**src/rtl/cpack_pkg.sv**
```systemverilog
// Shared C-Pack definitions: pattern codes, lengths and word width.
// Used by the dictionary, the stage pipeline and its interface.
package cpack_pkg;

    localparam int LEN_W  = 7;
    localparam int WORD_W = 32;

    typedef enum logic [2:0] {
        ZZZZ = 3'b000,
        MMMM = 3'b001,
        ZZZX = 3'b010,
        MMMX = 3'b011,
        MMXX = 3'b100,
        XXXX = 3'b101
    } code_e;

    function automatic int len_mmmm(input int idx);
        return 2 + idx;
    endfunction

    function automatic int len_mmmx(input int idx);
        return 12 + idx;
    endfunction

    function automatic int len_mmxx(input int idx);
        return 20 + idx;
    endfunction

    function automatic logic [LEN_W-1:0] len_of(input code_e c, input int idx);
        int n;
        case (c)
            ZZZZ:    n = 2;
            ZZZX:    n = 12;
            MMMM:    n = len_mmmm(idx);
            MMMX:    n = len_mmmx(idx);
            MMXX:    n = len_mmxx(idx);
            default: n = 34;
        endcase
        return LEN_W'(n);
    endfunction

endpackage

```
**src/rtl/cpack_stage12_multilane_if.sv**
```systemverilog
// Beat-in / result-out bundle between line fetch, compressor and packer.
// master drives beats and reads results; slave is the compressor.
interface cpack_stage12_multilane_if
    import cpack_pkg::*;
#(
    parameter int LANES      = 2,
    parameter int DICT_ENTRY = 16,
    parameter int OUT_WIDTH  = 64
);
    localparam int IDX  = $clog2(DICT_ENTRY);
    localparam int BL_W = $clog2(LANES*34+1);
    localparam int SW   = $clog2(OUT_WIDTH);
    localparam int SCW  = $clog2(LANES*34/OUT_WIDTH+2);

    logic                      i_valid;
    logic [LANES*WORD_W-1:0]   i_word;
    logic                      o_valid;
    logic [LANES*3-1:0]        o_code;
    logic [LANES*LEN_W-1:0]    o_length;
    logic [LANES*IDX-1:0]      o_index;
    logic [BL_W-1:0]           o_beat_len;
    logic [SW-1:0]             o_shift_amount;
    logic [SCW-1:0]            o_store_count;
    logic                      o_store_flag;
    logic                      o_line_end;
    logic                      o_send_back;

    modport master (
        output i_valid, i_word,
        input  o_valid, o_code, o_length, o_index, o_beat_len,
        input  o_shift_amount, o_store_count, o_store_flag,
        input  o_line_end, o_send_back
    );

    modport slave (
        input  i_valid, i_word,
        output o_valid, o_code, o_length, o_index, o_beat_len,
        output o_shift_amount, o_store_count, o_store_flag,
        output o_line_end, o_send_back
    );

endinterface

```
**src/rtl/cpack_dict.sv**
```systemverilog
// FIFO-replaced C-Pack dictionary with per-lane lookup.
// All lanes look up the same snapshot; pushes of a beat commit together.
module cpack_dict
    import cpack_pkg::*;
#(
    parameter int LANES      = 2,
    parameter int DICT_ENTRY = 16,
    parameter int IDX        = $clog2(DICT_ENTRY)
) (
    input  logic                        clk,
    input  logic                        rst_n,
    input  logic [LANES*WORD_W-1:0]     word,
    input  logic [LANES-1:0]            push,
    input  logic                        clear,
    output logic [LANES-1:0]            hit_full,
    output logic [LANES-1:0]            hit3,
    output logic [LANES-1:0]            hit2,
    output logic [LANES-1:0][IDX-1:0]   idx_full,
    output logic [LANES-1:0][IDX-1:0]   idx3,
    output logic [LANES-1:0][IDX-1:0]   idx2
);

    logic [DICT_ENTRY-1:0][WORD_W-1:0] entry;
    logic [DICT_ENTRY-1:0]             vld;
    logic [IDX-1:0]                    wr_ptr;
    logic [IDX-1:0]                    ptr_next;
    logic [LANES-1:0][IDX-1:0]         wa;

    // Pushing lanes take consecutive slots from wr_ptr in lane order.
    always_comb begin
        ptr_next = wr_ptr;
        wa       = '0;
        for (int k = 0; k < LANES; k++) begin
            wa[k]    = ptr_next;
            ptr_next = ptr_next + IDX'(push[k]);
        end
    end

    // Descending scan so the lowest matching index is the one kept.
    always_comb begin
        hit_full = '0;
        hit3     = '0;
        hit2     = '0;
        idx_full = '0;
        idx3     = '0;
        idx2     = '0;
        for (int k = 0; k < LANES; k++) begin
            for (int e = DICT_ENTRY-1; e >= 0; e--) begin
                if (vld[e] && entry[e] == word[k*WORD_W +: WORD_W]) begin
                    hit_full[k] = 1'b1;
                    idx_full[k] = IDX'(e);
                end
                if (vld[e] && entry[e][WORD_W-1:8] == word[k*WORD_W+8 +: WORD_W-8]) begin
                    hit3[k] = 1'b1;
                    idx3[k] = IDX'(e);
                end
                if (vld[e] && entry[e][WORD_W-1:16] == word[k*WORD_W+16 +: WORD_W-16]) begin
                    hit2[k] = 1'b1;
                    idx2[k] = IDX'(e);
                end
            end
        end
    end

    // Commit pushes, or wipe the dictionary at a line boundary.
    always_ff @(posedge clk or negedge rst_n) begin
        if (!rst_n) begin
            entry  <= '0;
            vld    <= '0;
            wr_ptr <= '0;
        end else if (clear) begin
            vld    <= '0;
            wr_ptr <= '0;
        end else begin
            for (int k = 0; k < LANES; k++) begin
                if (push[k]) begin
                    entry[wa[k]] <= word[k*WORD_W +: WORD_W];
                    vld[wa[k]]   <= 1'b1;
                end
            end
            wr_ptr <= ptr_next;
        end
    end

endmodule

```
**src/rtl/cpack_stage12_multilane.sv**
```systemverilog
// Multi-lane C-Pack stage 1/2: classify words, size the beat,
// track packer offset and decide send-back per cache line.
module cpack_stage12_multilane
    import cpack_pkg::*;
#(
    parameter int LANES      = 2,
    parameter int DICT_ENTRY = 16,
    parameter int WORD       = 32,
    parameter int CACHE_LINE = 512,
    parameter int OUT_WIDTH  = 64
) (
    input  logic                      i_clk,
    input  logic                      i_reset,
    cpack_stage12_multilane_if.slave  bus
);

    localparam int IDX   = $clog2(DICT_ENTRY);
    localparam int BEATS = CACHE_LINE / (LANES*WORD);
    localparam int BL_W  = $clog2(LANES*34+1);
    localparam int SW    = $clog2(OUT_WIDTH);
    localparam int SCW   = $clog2(LANES*34/OUT_WIDTH+2);
    localparam int SUMW  = ((SW > BL_W) ? SW : BL_W) + 1;
    localparam int LB_W  = $clog2(BEATS*LANES*34+1);
    localparam int CW    = (BEATS > 1) ? $clog2(BEATS) : 1;

    logic                        s1_valid;
    logic [LANES*WORD-1:0]       s1_word;
    logic [LANES-1:0]            hf, h3, h2;
    logic [LANES-1:0][IDX-1:0]   xf, x3, x2;
    logic [LANES-1:0][2:0]       code_c;
    logic [LANES-1:0][LEN_W-1:0] len_c;
    logic [LANES-1:0][IDX-1:0]   idx_c;
    logic [LANES-1:0]            push_c;
    logic [LANES-1:0]            push_v;
    logic                        clear_v;
    logic [BL_W-1:0]             beat_len;
    logic [SW-1:0]               acc;
    logic [LB_W-1:0]             line_bits;
    logic [CW-1:0]               cnt;
    logic [SUMW-1:0]             sum;
    logic [SCW-1:0]              store_cnt;
    logic [LB_W-1:0]             line_total;
    logic                        line_end;

    assign sum        = SUMW'(acc) + SUMW'(beat_len);
    assign store_cnt  = SCW'(sum >> SW);
    assign line_total = line_bits + LB_W'(beat_len);
    assign line_end   = (cnt == CW'(BEATS-1));
    assign push_v     = push_c & {LANES{s1_valid}};
    assign clear_v    = s1_valid & line_end;

    cpack_dict #(
        .LANES      (LANES),
        .DICT_ENTRY (DICT_ENTRY),
        .IDX        (IDX)
    ) u_dict (
        .clk      (i_clk),
        .rst_n    (i_reset),
        .word     (s1_word),
        .push     (push_v),
        .clear    (clear_v),
        .hit_full (hf),
        .hit3     (h3),
        .hit2     (h2),
        .idx_full (xf),
        .idx3     (x3),
        .idx2     (x2)
    );

    // Stage-1 capture of the incoming beat.
    always_ff @(posedge i_clk or negedge i_reset) begin
        if (!i_reset) begin
            s1_valid <= 1'b0;
            s1_word  <= '0;
        end else begin
            s1_valid <= bus.i_valid;
            if (bus.i_valid) s1_word <= bus.i_word;
        end
    end

    // Per-lane pattern priority, lengths, pushes and beat total.
    always_comb begin
        code_c   = '0;
        len_c    = '0;
        idx_c    = '0;
        push_c   = '0;
        beat_len = '0;
        for (int k = 0; k < LANES; k++) begin
            if (s1_word[k*WORD +: WORD] == '0) begin
                code_c[k] = ZZZZ;
            end else if (s1_word[k*WORD+8 +: WORD-8] == '0) begin
                code_c[k] = ZZZX;
            end else if (hf[k]) begin
                code_c[k] = MMMM;
                idx_c[k]  = xf[k];
            end else if (h3[k]) begin
                code_c[k] = MMMX;
                idx_c[k]  = x3[k];
            end else if (h2[k]) begin
                code_c[k] = MMXX;
                idx_c[k]  = x2[k];
            end else begin
                code_c[k] = XXXX;
            end
            len_c[k]  = len_of(code_e'(code_c[k]), IDX);
            push_c[k] = (code_c[k] == MMMX) || (code_c[k] == MMXX) ||
                        (code_c[k] == XXXX);
            beat_len  = beat_len + BL_W'(len_c[k]);
        end
    end

    // Stage-2 result registers plus line and packer bookkeeping.
    always_ff @(posedge i_clk or negedge i_reset) begin
        if (!i_reset) begin
            bus.o_valid        <= 1'b0;
            bus.o_code         <= '0;
            bus.o_length       <= '0;
            bus.o_index        <= '0;
            bus.o_beat_len     <= '0;
            bus.o_shift_amount <= '0;
            bus.o_store_count  <= '0;
            bus.o_store_flag   <= 1'b0;
            bus.o_line_end     <= 1'b0;
            bus.o_send_back    <= 1'b0;
            acc                <= '0;
            line_bits          <= '0;
            cnt                <= '0;
        end else begin
            bus.o_valid <= s1_valid;
            if (s1_valid) begin
                bus.o_code         <= code_c;
                bus.o_length       <= len_c;
                bus.o_index        <= idx_c;
                bus.o_beat_len     <= beat_len;
                bus.o_shift_amount <= acc;
                bus.o_store_count  <= store_cnt;
                bus.o_store_flag   <= (store_cnt != '0);
                bus.o_line_end     <= line_end;
                bus.o_send_back    <= line_end &&
                                      (line_total >= LB_W'(CACHE_LINE));
                if (line_end) begin
                    acc       <= '0;
                    line_bits <= '0;
                    cnt       <= '0;
                end else begin
                    acc       <= sum[SW-1:0];
                    line_bits <= line_total;
                    cnt       <= cnt + CW'(1);
                end
            end
        end
    end

endmodule
```
**src/flat_wrapper.sv**
```systemverilog
// flat-port wrapper written by rule: the top's interface ports become plain ports
module cpack_stage12_multilane_flat import cpack_pkg::*;
#(
    parameter int LANES      = 2,
    parameter int DICT_ENTRY = 16,
    parameter int WORD       = 32,
    parameter int CACHE_LINE = 512,
    parameter int OUT_WIDTH  = 64
)
  (i_clk, i_reset, bus_i_valid, bus_i_word, bus_o_valid, bus_o_code, bus_o_length, bus_o_index, bus_o_beat_len, bus_o_shift_amount, bus_o_store_count, bus_o_store_flag, bus_o_line_end, bus_o_send_back);
  cpack_stage12_multilane_if #(.LANES(LANES), .DICT_ENTRY(DICT_ENTRY), .OUT_WIDTH(OUT_WIDTH)) bus_i ();
  input  logic i_clk;
  input  logic i_reset;
  input wire logic [$bits(bus_i.i_valid)-1:0] bus_i_valid;
  input wire logic [$bits(bus_i.i_word)-1:0] bus_i_word;
  output wire logic [$bits(bus_i.o_valid)-1:0] bus_o_valid;
  output wire logic [$bits(bus_i.o_code)-1:0] bus_o_code;
  output wire logic [$bits(bus_i.o_length)-1:0] bus_o_length;
  output wire logic [$bits(bus_i.o_index)-1:0] bus_o_index;
  output wire logic [$bits(bus_i.o_beat_len)-1:0] bus_o_beat_len;
  output wire logic [$bits(bus_i.o_shift_amount)-1:0] bus_o_shift_amount;
  output wire logic [$bits(bus_i.o_store_count)-1:0] bus_o_store_count;
  output wire logic [$bits(bus_i.o_store_flag)-1:0] bus_o_store_flag;
  output wire logic [$bits(bus_i.o_line_end)-1:0] bus_o_line_end;
  output wire logic [$bits(bus_i.o_send_back)-1:0] bus_o_send_back;
  assign bus_i.i_valid = bus_i_valid;
  assign bus_i.i_word = bus_i_word;
  assign bus_o_valid = bus_i.o_valid;
  assign bus_o_code = bus_i.o_code;
  assign bus_o_length = bus_i.o_length;
  assign bus_o_index = bus_i.o_index;
  assign bus_o_beat_len = bus_i.o_beat_len;
  assign bus_o_shift_amount = bus_i.o_shift_amount;
  assign bus_o_store_count = bus_i.o_store_count;
  assign bus_o_store_flag = bus_i.o_store_flag;
  assign bus_o_line_end = bus_i.o_line_end;
  assign bus_o_send_back = bus_i.o_send_back;
  cpack_stage12_multilane #(.LANES(LANES), .DICT_ENTRY(DICT_ENTRY), .WORD(WORD), .CACHE_LINE(CACHE_LINE), .OUT_WIDTH(OUT_WIDTH)) u_core (.i_clk(i_clk), .i_reset(i_reset), .bus(bus_i));
endmodule
```
**config.mk**
```make
export PLATFORM = sky130hd
export DESIGN_NAME = cpack_stage12_multilane_flat
export DESIGN_NICKNAME = d
export VERILOG_FILES = /design/src/rtl/cpack_pkg.sv /design/src/rtl/cpack_stage12_multilane_if.sv /design/src/rtl/cpack_dict.sv /design/src/rtl/cpack_stage12_multilane.sv /design/src/flat_wrapper.sv
export SDC_FILE = /design/constraint.sdc
export NUM_CORES = 2
export LEC_CHECK = 0
export BUFFER_PORTS_ARGS = -buffer_cell sky130_fd_sc_hd__buf_2
export CORE_AREA = 2 2 263 265
export CTS_CLUSTER_SIZE = 25
export DETAILED_ROUTE_END_ITERATION = 10
export DIE_AREA = 0 0 265 267
export HOLD_SLACK_MARGIN = 0.02
export PLACE_DENSITY_LB_ADDON = 0.1
export SLEW_MARGIN = 20
export SYNTH_ARGS = -nofsm -noshare
export SYNTH_HDL_FRONTEND = slang
export SYNTH_SLANG_ARGS = --single-unit
```
**constraint.sdc**
```tcl
create_clock -name i_clk -period 16.3 [get_ports i_clk]
set_input_delay 2.445 -clock i_clk [delete_from_list [all_inputs] [get_ports i_clk]]
set_output_delay 2.445 -clock i_clk [all_outputs]
set_load 0.05 [all_outputs]
```
==> results.md <==
- The count of port buffers added during placement is 107.
- Max-cap violations in this run came to 0.
- The initial antenna violation count was 11.
- Hold is met by 0.474 ns.
- The area added between synthesis and finish is 7.37%.
- After routing the design area is 47,000 um^2.
- The top fanout value on the critical path is 33.
- The largest net degree at the start of global routing is 135.
- The count of instances resized after the clock tree is built is 0.
- Once placement completed, the tool counted placed cells totaling 5,507.
- The instance count along the most critical hold path is 1.
- For this design the total switching power over the nets is 3.51 mW.
- The worst min-delay path category is reg2reg.
- In the routed layout, each cell is associated on average with a via count of 7.08.
- The design draws 8.35 mW.
- The required time at the worst-slack endpoint is 16.77 ns.
- The setup slack of the critical path after layout is 8.88 ns.
- The leakage power is 20.2 nW.
- The total count of max-transition violations in the final report is 0.
- The number of buffers created by CTS is 75.
- The synthesized flop and latch total is 655.
- Combinational logic burns 41.7% of the power.
- The pre-CTS setup slack is 9.17 ns.
- Yosys printed 0 warnings.
- The setup TNS is 0 ns.
- The headroom to the max-slew limit is 16.6%.
- The antenna violation net count after detailed routing is 0.
- The hold-fix buffer count after cts is 0.
- In this run the cell area measured after placement is 44,600 um^2.
- The endpoint arrival time on the critical path is 7.90 ns.
- The clock group share of total power is 20.3%.
- The floorplan step set the die height to 267 um.
- The most used flip-flop cell after synthesis is sky130_fd_sc_hd__dfrtp_1.
- The number of top-level pins is 114.
- The leftover overflow at the end of global routing is 0.
- The final layout contains routed wiring with a total length of 174 mm.
- In the final design database the tool counted 4,794 nets.
- The setup clock skew after layout is 0.0306 ns.
- Cell internal power was estimated by the tool at 4.84 mW.
- The wire length of the first global-routing pass is 253 mm.
- The share of total power consumed by net switching is 42.0%.
- STA classifies the critical path startpoint as a flip-flop.
- The clock-pin slew on the worst setup and hold paths is 0.06 ns.
- CTS placed an instance of sky130_fd_sc_hd__clkbuf_16 at the clock tree root.
- The number of setup violations in the final report is 0.
- The clock sink count is 655.
- The worst setup path is captured at a flip-flop.
- The post-synthesis cell type count is 91.
- Setup repair after global routing left no endpoint under its margin.
- Clock latency on the worst-skew pair, taken at its later pin, is 0.65 ns.
- Leaving out fill and tap cells, the most frequent cell in the layout is sky130_fd_sc_hd__dfrtp_1.
- The via count of the first global-routing pass is 38,400.
- In this run the post-CTS setup repair buffer count came out at 0.
- The violation count after the first detailed-route iteration is 5,828.
- The die covers 70,800 um^2.
- The clock passes through at most 3 buffers.
- The core area is 68,000 um^2.
- In this run the mean area of a mapped cell was 9.14 um^2.
- The final critical-path required period is 7.42 ns.
- The DRC violation count after routing is 2.
- The final cycle utilization of the critical path is 45.5%.
- Dividing the detail-routed wire length by the instance count gives 30.7 um.
- The utilization of the core after routing is 69.1%.
- The final reports fail on design-rule violations.
- The placed wire-length estimate after detailed placement is 112 mm.
- The proportion of synthesized flip-flops having asynchronous set or reset is 100%.
- The H-tree was split into 3 levels.
- The fraction of final layout cells with drive strength greater than 1 is 10.4%.
- Leaving out fill and tap cells, the most frequent cells in the layout are 631 x sky130_fd_sc_hd__dfrtp_1, 543 x sky130_fd_sc_hd__xnor2_1, 491 x sky130_fd_sc_hd__xor2_1.
- The power density over the cells is 178 nW/um^2.
- After the flow finishes, the layout carries non-filler instances totaling 5,646.
- In the global route stage, overall resource usage came out at 48.4%.
- The slew of the pin with the lowest slew margin is 1.24 ns.
- The CTS tree is built.
- The starting density of the core is 64.4%.
- The cell row count is 96.
- The hold violation total from the final report is 0.
- Before antenna repair, the detailed router went through 11 iterations.
- Summing the sequential cell areas from Yosys gives 37.4% of the chip area.
- The peak ir drop on the vdd network is 0.125 mV.
- Counting flops with a built-in enable in the synthesized netlist gives 0.
- The congestion estimate from routability-driven global placement came to 1.10.
- Detailed routing inserted a total of 40,000 vias.
- Measured along the x axis, the die boundary spans 265 um.
- The share of total power in sequential cells is 38.0%.
- By startpoint and endpoint, the worst setup path is classified as reg2reg.
- The post-synth design cell area is 43,800 um^2.
- Counting cells, the worst reg-to-reg path comes to 17.
- The cell count after synthesis came out at 4,786.
- The run finished, with violations left.
- Timing would allow up to 135 MHz.
## cells in the mapped netlist, types with 67 or more instances
master | count | area, um^2
sky130_fd_sc_hd__nor2_1 | 403 | 1510
sky130_fd_sc_hd__xnor2_1 | 543 | 4760
sky130_fd_sc_hd__a221oi_1 | 254 | 2220
sky130_fd_sc_hd__nor3_1 | 272 | 1360
sky130_fd_sc_hd__xor2_1 | 491 | 4300
sky130_fd_sc_hd__inv_1 | 385 | 1450
sky130_fd_sc_hd__o221ai_1 | 67 | 587
sky130_fd_sc_hd__a221o_1 | 195 | 1950
sky130_fd_sc_hd__nand2_1 | 225 | 845
sky130_fd_sc_hd__nand4_1 | 158 | 988
sky130_fd_sc_hd__buf_2 | 143 | 716
sky130_fd_sc_hd__dfrtp_1 | 655 | 16400
sky130_fd_sc_hd__clkbuf_1 | 187 | 702
sky130_fd_sc_hd__nor4_1 | 166 | 1040
sky130_fd_sc_hd__nand3_1 | 85 | 425
## state kept, by name (all words and copies together) (netlist names), 3 cells and up
signal                     cells
u_core.bus.o_shift_amount      5
u_core.acc                     5
u_core.u_dict.entry          512
u_core.cnt                     3
u_core.bus.o_code              6
u_core.line_bits               9
u_core.bus.o_index             8
u_core.bus.o_length           10
u_core.s1_word                64
u_core.u_dict.vld             16
u_core.u_dict.wr_ptr           4
u_core.bus.o_beat_len          6
## layer usage
| layer | GRT usage [%] | vias up | wire, um | share of wire [%] |
|---|---|---|---|---|
| met1 | 61.5 | 19400 | 63800 | 37 |
| met5 | 0 | - | 71 | 0.041 |
| met4 | 31.7 | 10 | 13200 | 7.6 |
| li1 | - | 16800 | - | - |
| met3 | 17.8 | 728 | 25400 | 15 |
| met2 | 69.1 | 3050 | 71100 | 41 |
## power groups by stage
stage	Clock (mW)	Sequential, mW	Combinational (mW)
after global placement	0	3.13	3.29
after detailed placement	0	3.14	3.38
after CTS	1.69	3.12	3.40
final	1.69	3.17	3.48
after floorplan	0	2.92	2.62
after global routing	1.75	3.22	3.75
## cell type report
type	count	area, um^2
fillers	5476	21000
clock inverters	22	199
multi-input cells	3336	24000
well taps	882	1100
clock buffers	115	2200
repair buffers	248	1620
inverters	386	1450
diodes	2	5.00
flip-flops and latches	655	16400
## worst paths after layout
path	from	to	slack (ns)
max in group asynchronous	i_reset	u_core.s1_word[59]	11.48
worst min-delay path	u_core.bus.o_index[7]	u_core.bus.o_index[7]	0.47
worst max register to register	u_core.s1_word[25]	u_core.u_dict.entry[191]	8.88
min in group asynchronous	i_reset	u_core.s1_word[35]	1.81
worst min register to register	u_core.bus.o_index[7]	u_core.bus.o_index[7]	0.47
worst max-delay path	u_core.s1_word[25]	u_core.u_dict.entry[191]	8.88
## worst max-delay path, cell delays in order (launching register included)
cell,delay [ns]
sky130_fd_sc_hd__dfrtp_1,0.79
sky130_fd_sc_hd__xor2_1,0.14
sky130_fd_sc_hd__nor4_1,0.59
sky130_fd_sc_hd__nand4_1,0.54
sky130_fd_sc_hd__or4_1,0.68
sky130_fd_sc_hd__o2111a_1,0.22
sky130_fd_sc_hd__and4_1,0.38
sky130_fd_sc_hd__nand2_2,0.27
sky130_fd_sc_hd__inv_2,0.16
sky130_fd_sc_hd__ha_1,0.23
sky130_fd_sc_hd__ha_1,0.21
sky130_fd_sc_hd__xor2_1,0.53
sky130_fd_sc_hd__nand2_1,0.26
sky130_fd_sc_hd__or4_1,0.53
sky130_fd_sc_hd__nor3_4,0.13
sky130_fd_sc_hd__buf_4,0.44
sky130_fd_sc_hd__a31o_2,0.84
sky130_fd_sc_hd__o221ai_1,0.25
## cell families after synthesis
logic type	after synthesis	share of synthesized area [%]
buffers and inverters	800	8.14
other	1	0.00857
XOR/XNOR	1034	20.7
adder cells (fa/ha/maj)	25	0.766
AO/OA/AOI/OAI	745	14.6
AND/OR/NAND/NOR	1471	17.0
multiplexers	55	1.41
flip-flops	655	37.4
No activity file was read; power rests on OpenSTA's default activity.
